===== config.mk =====
export PLATFORM = sky130hd
export DESIGN_NAME = exec_ctrl
export DESIGN_NICKNAME = d
export VERILOG_FILES = /design/src/rtl/exec_pkg.sv /design/src/rtl/exec_ctrl.sv
export SDC_FILE = /design/constraint.sdc
export NUM_CORES = 1
export LEC_CHECK = 0
export CAP_MARGIN = 20
export CORE_MARGIN = 2
export CORE_UTILIZATION = 41
export CTS_BUF_LIST = sky130_fd_sc_hd__clkbuf_4 sky130_fd_sc_hd__clkbuf_8
export DETAILED_ROUTE_END_ITERATION = 8
export PLACE_DENSITY = 0.78
export SLEW_MARGIN = 10
export SYNTH_ARGS = -nofsm -noshare
export SYNTH_HDL_FRONTEND = slang
export SYNTH_SLANG_ARGS = --single-unit

===== constraint.sdc =====
create_clock -name clk -period 1.5 [get_ports clk]
set_clock_uncertainty 0.1 [all_clocks]
set_input_delay 0.15 -clock clk [delete_from_list [all_inputs] [get_ports clk]]
set_output_delay 0.15 -clock clk [all_outputs]
set_load 0.005 [all_outputs]

===== src/rtl/exec_pkg.sv =====
`default_nettype none
// ============================================================================
// Module  : exec_pkg
// Brief   : Opcodes, instruction field positions and state encoding for
//           exec_ctrl.
// Rev     : 1.0
// ============================================================================
package exec_pkg;

    localparam logic [1:0] OP_NOP  = 2'b00;
    localparam logic [1:0] OP_LOAD = 2'b01;
    localparam logic [1:0] OP_ALU  = 2'b10;
    localparam logic [1:0] OP_READ = 2'b11;

    localparam int OP_MSB   = 15;
    localparam int OP_LSB   = 14;
    localparam int FSEL_MSB = 13;
    localparam int FSEL_LSB = 11;
    localparam int ADDR_MSB = 10;
    localparam int ADDR_LSB = 8;
    localparam int IMM_MSB  = 7;
    localparam int IMM_LSB  = 0;

    typedef enum logic [1:0] {
        S_IDLE  = 2'd0,
        S_ISSUE = 2'd1,
        S_GAP   = 2'd2,
        S_RESP  = 2'd3
    } state_t;

endpackage
`default_nettype wire


===== src/rtl/exec_ctrl.sv =====
`default_nettype none
// ============================================================================
// Module  : exec_ctrl
// Brief   : Expands 16-bit instructions into the one-cycle strobe plus
//           one-cycle gap pattern of exec_unit; READ data returns on a
//           valid/ready response channel.
// Rev     : 1.0
// ============================================================================
module exec_ctrl
    import exec_pkg::*;
(
    input  logic        clk,
    input  logic        rst_n,
    input  logic        in_valid,
    output logic        in_ready,
    input  logic [15:0] instr,
    output logic        rsp_valid,
    input  logic        rsp_ready,
    output logic [7:0]  rsp_data,
    output logic [7:0]  retired,
    output logic        ld,
    output logic        write,
    output logic        en_alu,
    output logic        en_mem,
    output logic [2:0]  addr,
    output logic [7:0]  indata,
    output logic [2:0]  f_select,
    input  logic [7:0]  outdata
);

    state_t     r_state;
    logic [1:0] r_op;
    logic [1:0] w_op;

    assign w_op = instr[OP_MSB:OP_LSB];

    // Strobes are set on the accept edge so they are high exactly for ISSUE.
    always_ff @(posedge clk or negedge rst_n) begin
        if (!rst_n) begin
            r_state   <= S_IDLE;
            r_op      <= OP_NOP;
            in_ready  <= 1'b1;
            rsp_valid <= 1'b0;
            rsp_data  <= 8'h00;
            retired   <= 8'h00;
            ld        <= 1'b0;
            write     <= 1'b0;
            en_alu    <= 1'b0;
            en_mem    <= 1'b0;
            addr      <= 3'd0;
            indata    <= 8'h00;
            f_select  <= 3'd0;
        end else begin
            case (r_state)
                S_IDLE: begin
                    if (in_valid && in_ready) begin
                        r_op     <= w_op;
                        addr     <= instr[ADDR_MSB:ADDR_LSB];
                        f_select <= instr[FSEL_MSB:FSEL_LSB];
                        indata   <= instr[IMM_MSB:IMM_LSB];
                        in_ready <= 1'b0;
                        ld       <= (w_op == OP_LOAD);
                        write    <= (w_op == OP_LOAD);
                        en_mem   <= (w_op == OP_LOAD) || (w_op == OP_READ);
                        en_alu   <= (w_op == OP_ALU);
                        r_state  <= S_ISSUE;
                    end
                end
                S_ISSUE: begin
                    ld     <= 1'b0;
                    write  <= 1'b0;
                    en_alu <= 1'b0;
                    en_mem <= 1'b0;
                    if (r_op == OP_NOP) begin
                        retired  <= retired + 8'd1;
                        in_ready <= 1'b1;
                        r_state  <= S_IDLE;
                    end else begin
                        if (r_op == OP_READ) begin
                            rsp_data <= outdata;
                        end
                        r_state <= S_GAP;
                    end
                end
                S_GAP: begin
                    if (r_op == OP_READ) begin
                        rsp_valid <= 1'b1;
                        r_state   <= S_RESP;
                    end else begin
                        retired  <= retired + 8'd1;
                        in_ready <= 1'b1;
                        r_state  <= S_IDLE;
                    end
                end
                S_RESP: begin
                    if (rsp_ready) begin
                        rsp_valid <= 1'b0;
                        retired   <= retired + 8'd1;
                        in_ready  <= 1'b1;
                        r_state   <= S_IDLE;
                    end
                end
                default: begin
                    r_state <= S_IDLE;
                end
            endcase
        end
    end

endmodule
`default_nettype wire


---- Yosys cells after proc, flatten, opt, wreduce, memory -nomap -nowiden ----
Cells that the tools add are included.
operators by class
  bitwise gates (word level) .............. 1
  add/sub/neg operators ................... 1
  equality and inequality tests ........... 12
  reduce and logical (&&, ||, !) cells .... 14
  mux-type cells .......................... 23
operator list
  operator                                              number
  2-to-1 mux 8 bit                                      3
  case mux 8 bit (3 select lines)                       1
  equality test 2 bit (second input constant)           5
  inequality test 2 bit (second input constant)         5
  2-to-1 mux 1 bit                                      9
  adder 8 x 1 -> 8 bit (second input constant)          1
  2-to-1 mux 2 bit                                      4
  case mux 1 bit (2 select lines)                       4
  case mux 2 bit (4 select lines)                       1
  AND reduction 4 bit                                   2
  AND reduction 2 bit                                   3
  AND reduction 3 bit                                   2
  equality test 2 x 1 -> 1 bit (second input constant)  2
  logical NOT 2 bit                                     2
  case mux 1 bit (4 select lines)                       1
  nonzero test 2 bit                                    2
  nonzero test 3 bit                                    1
  logical AND 1 bit                                     1
  logical OR 1 bit                                      1
  inverter 1 bit                                        1
word-level totals
  logic and storage cells ................. 63
  output and inout port bits .............. 36
  flip-flop bits (word level) ............. 39

---- Logic depth before layout (Yosys ltp) ----
Gate-level depths: netlist of the first run.
  word-level depth ........................ 4
  mapped depth ............................ 5

---- Worst setup path after synthesis of the first run ----
Ideal clock, no wire load.
  path kind ............................... register to register
  start point ............................. register in_ready
  end point ............................... register addr[0]
  path slack .............................. -0.055 ns
  setup time .............................. 0.125 ns
  period minus slack after synthesis ...... 1.555 ns
  arrival ................................. 1.330 ns
  cell stages (with the launch flop) ...... 5
  buffers on the path ..................... 1
  cell sequence ........................... dfstp_2 -> nand2_1 -> nor3_4 -> buf_2 -> mux2_2
between the ends
  word-level cells in the longest chain between the ends .. 2
ends and longest elaborated chain
  element                               line             RTL
  start: declaration                    exec_ctrl.sv:15  output logic in_ready,
  start signal: assignment              exec_ctrl.sv:42  in_ready <= 1'b1;
  start signal: assignment              exec_ctrl.sv:61  in_ready <= 1'b0;
  start signal: assignment              exec_ctrl.sv:76  in_ready <= 1'b1;
  logical AND 1 bit                     exec_ctrl.sv:56  if (in_valid && in_ready) begin
  AND reduction 2 bit (no source line)  n/a
  end signal: assignment                exec_ctrl.sv:58  addr <= instr[ADDR_MSB:ADDR_LSB];
  end: declaration                      exec_ctrl.sv:25  output logic [2:0] addr,
No other way between the ends.
A chain may end at the register's enable or synchronous reset.

---- Final worst setup path of the first run ----
  start point ............................. register in_ready
  end point ............................... register indata[6]
between the ends
  word-level cells in the longest chain between the ends .. 2
ends and longest elaborated chain
  element                               line             RTL
  logical AND 1 bit                     exec_ctrl.sv:56
  AND reduction 2 bit (no source line)  n/a
  end signal: assignment                exec_ctrl.sv:60  indata <= instr[IMM_MSB:IMM_LSB];
  end: declaration                      exec_ctrl.sv:26  output logic [7:0] indata,
No other way between the ends.

==> results of run 1 <==
what timing repair did:
action / CTS / global route
hold buffers: 1 / 0
setup buffers: 3 / 6
endpoints found under the hold margin: 18 / 0
pin swaps: 1 / 1
gates resized for setup: 5 / 12
gates cloned: 0 / 0
endpoints found under the setup margin: 29 / 23
cells by family after synthesis:
group | count (synthesis)
AO/OA/AOI/OAI | 19
adder cells (fa/ha/maj) | 1
buffers and inverters | 7
flip-flops | 39
multiplexers | 24
AND/OR/NAND/NOR | 28
XOR/XNOR | 7
Yosys cell counts, types with 2 or more instances:
library cell,number
a21o_1,2
a21oi_1,4
buf_4,2
buf_6,2
dfrtp_1,38
mux2_2,23
nand2_1,11
nand2b_1,2
nand3_1,2
nand3b_1,2
nand4_1,3
o21ai_0,7
xor2_1,7
where the power goes:
part	switching, uW	internal, uW	total (uW)
Clock	325	362	687
Combinational	902	1730	2630
Sequential	377	1590	1960
state kept, by name, summed over array words and instances, names as in the netlist:
name       cells
en_mem         1
in_ready       1
indata         8
retired        8
r_state        2
addr           3
f_select       3
r_op           2
write          1
en_alu         1
rsp_data       8
rsp_valid      1
worst max path at each step:
| stage | slack (ns) | startpoint | cells past startpoint | end |
|---|---|---|---|---|
| after global routing | -0.08 | in_ready | 4 | indata[1] |
| after floorplan | -0.03 | in_ready | 4 | f_select[0] |
| after global placement | -0.11 | in_valid | 5 | r_op[1] |
| final | -0.01 | in_ready | 4 | indata[6] |
| after detailed placement | -0.16 | in_valid | 5 | f_select[2] |
| after CTS | -0.05 | in_ready | 4 | f_select[1] |
metrics by stage:
step,std cells,cell area [um2],hold WS [ns],setup TNS [ns]
6_report,261,2660,0.242,-0.0628
3_5_place_dp,243,2440,0.0118,-2.55
3_3_place_gp,243,2440,0.0100,-1.67
5_1_grt,261,2660,0.295,-1.02
4_1_cts,255,2570,0.240,-0.521
2_1_floorplan,125,1710,-0.246,-0.288
layout by cell type (no fill, tap or decap), drive strengths merged:
| cell | instances |
|---|---|
| nor2b | 1 |
| dlygate4sd2 | 1 |
| nand3b | 2 |
| mux2 | 24 |
| a21oi | 5 |
| nor2 | 1 |
| ha | 1 |
| clkinv | 1 |
| clkbuf | 7 |
| and2 | 1 |
| dlygate4sd3 | 1 |
| nand3 | 3 |
| nand2 | 12 |
| dfrtp | 38 |
| clkdlybuf4s50 | 60 |
| a21boi | 1 |
| o21ai | 7 |
| a31oi | 1 |
| a21o | 2 |
| nor3 | 1 |
| xor2 | 7 |
| dlymetal6s2s | 1 |
| o211ai | 2 |
| inv | 1 |
| nor3b | 1 |
| and3b | 1 |
| dfstp | 1 |
| buf | 21 |
| nand4 | 3 |
| a211oi | 1 |
| nand2b | 2 |
layout make-up:
type / count / share of cell area
clock inverters: 1 / 0.00189
flip-flops and latches: 39 / 0.369
multi-input cells: 79 / 0.265
well taps: 50 / 0.0236
clock buffers: 7 / 0.0316
inverters: 1 / 0.00141
repair buffers: 84 / 0.307
routing by layer:
metal,vias up,global-route usage,part of all wire
met4,0,0.0675,0.0086
met2,35,0.284,0.53
met5,-,0,0
li1,608,-,-
met3,2,0.0576,0.054
met1,628,0.191,0.41
==> flow_metrics.env, run 1 <==
export IMPL_cts_buffers=5
export IMPL_die_height_um=68.4
export IMPL_nets=239
export IMPL_synth_seq_cells=39
export IMPL_worstMarginPinSlew_ns=0.433
export IMPL_criticalPathCategory="reg -> reg"
export IMPL_clk_latency_ns=0.28
export IMPL_irDropWorstVdd_mv=1.10
export IMPL_syn2layout_area_growth_pct=56.4
export IMPL_ys_warn_count=0
export IMPL_ys_types=33
export IMPL_relSlewSlack=0.711
export IMPL_yosysTopAreaCell="dfrtp_1"
export IMPL_totalWireLength_um=3730
export IMPL_clk_path_buf_depth=2
export IMPL_rsz0062_at_grt="true"
export IMPL_r2r_end="indata[6]"
export IMPL_cts_root_buffer="clkbuf_8"
export IMPL_arrival_ns=1.58
export IMPL_synthAdderAreaFrac=0.00737
export IMPL_synth_area_um2=1700
export IMPL_grt_overflow=0
export IMPL_synth_edff_count=0
export IMPL_rrSetupSlack_ns=-0.01
export IMPL_synth_top_family_by_area="multiplexers"
export IMPL_remaining_drc_errors=0
export IMPL_antenna_cells=0
export IMPL_via_per_inst=4.88
export IMPL_multi_input_area_um2=704
export IMPL_utilization=0.664
export IMPL_yosysTopAreaCellShare=0.560
export IMPL_outcome="complete, but fails checks"
export IMPL_grt_max_degree=22
export IMPL_start_util=0.424
export IMPL_cts_clk_slew_worst_paths_ns=0.07
export IMPL_core_um2=4000
export IMPL_failed_checks="negative setup slack"
export IMPL_globalplace_congestion=0.753
export IMPL_rr_startpoint="in_ready"
export IMPL_initialDrtViolationCount=90
export IMPL_hold_path_class="in -> async"
export IMPL_crit_family="flip-flops"
export IMPL_grt_antenna_before_repair=0
export IMPL_synth_ff_type="dfrtp_1"
export IMPL_grtUsageTotal=0.167
export IMPL_fp_dieW_um=68.4
export IMPL_synth_compound_area_frac=0.0833
export IMPL_seq_area_frac_synth=0.576
export IMPL_async_reset_ff_frac=1.00
export IMPL_place_ws_ns=-0.157
export IMPL_crit_fanout=10
export IMPL_finalWorstSetupSlack_ns=-0.0145
export IMPL_maxSlewViolCount=0
export IMPL_crit_buf_inv=1
export IMPL_slowest_delay_ns=0.55
export IMPL_synth_cells=125
export IMPL_cp_slowest_cell="dfstp_2"
export IMPL_cts_tree="built"
export IMPL_muxShareOfSynthArea=0.161
export IMPL_io_pins=64
export IMPL_synth_xor_area_frac=0.0361
export IMPL_dieArea_um2=4670
export IMPL_io_buffers=63
export IMPL_rows=23
export IMPL_drive_gt1_frac=0.313
export IMPL_register_area_um2=981
export IMPL_p_leak_uw=0.00114
export IMPL_antenna_left=0
export IMPL_syn_nets=154
export IMPL_powerDensity_nw_per_um2=1990
export IMPL_vias=1273
export IMPL_p_total_uw=5280
export IMPL_setup_worst_path_end_class="register"
export IMPL_firstDrtPassIters=6
export IMPL_avgRoutedWirePerCell_um=14.3
export IMPL_required_ns=1.56
export IMPL_crit_path_start_kind="register"
export IMPL_dpl_hpwl_um=2720
export IMPL_finalCriticalPeriod_ns=1.51
export IMPL_htree_levels=2
export IMPL_path_cells="nand2_2 > nor3_4 > buf_6 > mux2_2"
export IMPL_hold_viol=0
export IMPL_avgSynthCellArea_um2=13.6
export IMPL_synthTopCellsByArea="dfrtp_1 (56%), mux2_2 (15%), xor2_1 (3.6%)"
export IMPL_fill_cells=293
export IMPL_numClockSinks=39
export IMPL_fmax_ghz=0.660
export IMPL_synth_simple_area_share=0.106
export IMPL_finalCritPeriodShare=1.01
export IMPL_grt_pass1_vias=1216
export IMPL_reg2reg_depth=4
export IMPL_setup_violations=10
export IMPL_drv_cap=0
export IMPL_grt_pass1_wl_um=5550
(Power assumes the default switching activity.)
==> run 2: changes to the inputs <==
--- a/config.mk
+++ b/config.mk
@@ -9,6 +9,7 @@
 export CORE_MARGIN = 2
 export CORE_UTILIZATION = 41
 export CTS_BUF_LIST = sky130_fd_sc_hd__clkbuf_4 sky130_fd_sc_hd__clkbuf_8
+export CTS_CLUSTER_SIZE = 28
 export DETAILED_ROUTE_END_ITERATION = 8
 export PLACE_DENSITY = 0.78
 export SLEW_MARGIN = 10
==> results of run 2 <==
Same layout as run 1: the final DEF is identical, and so are final timing and power.
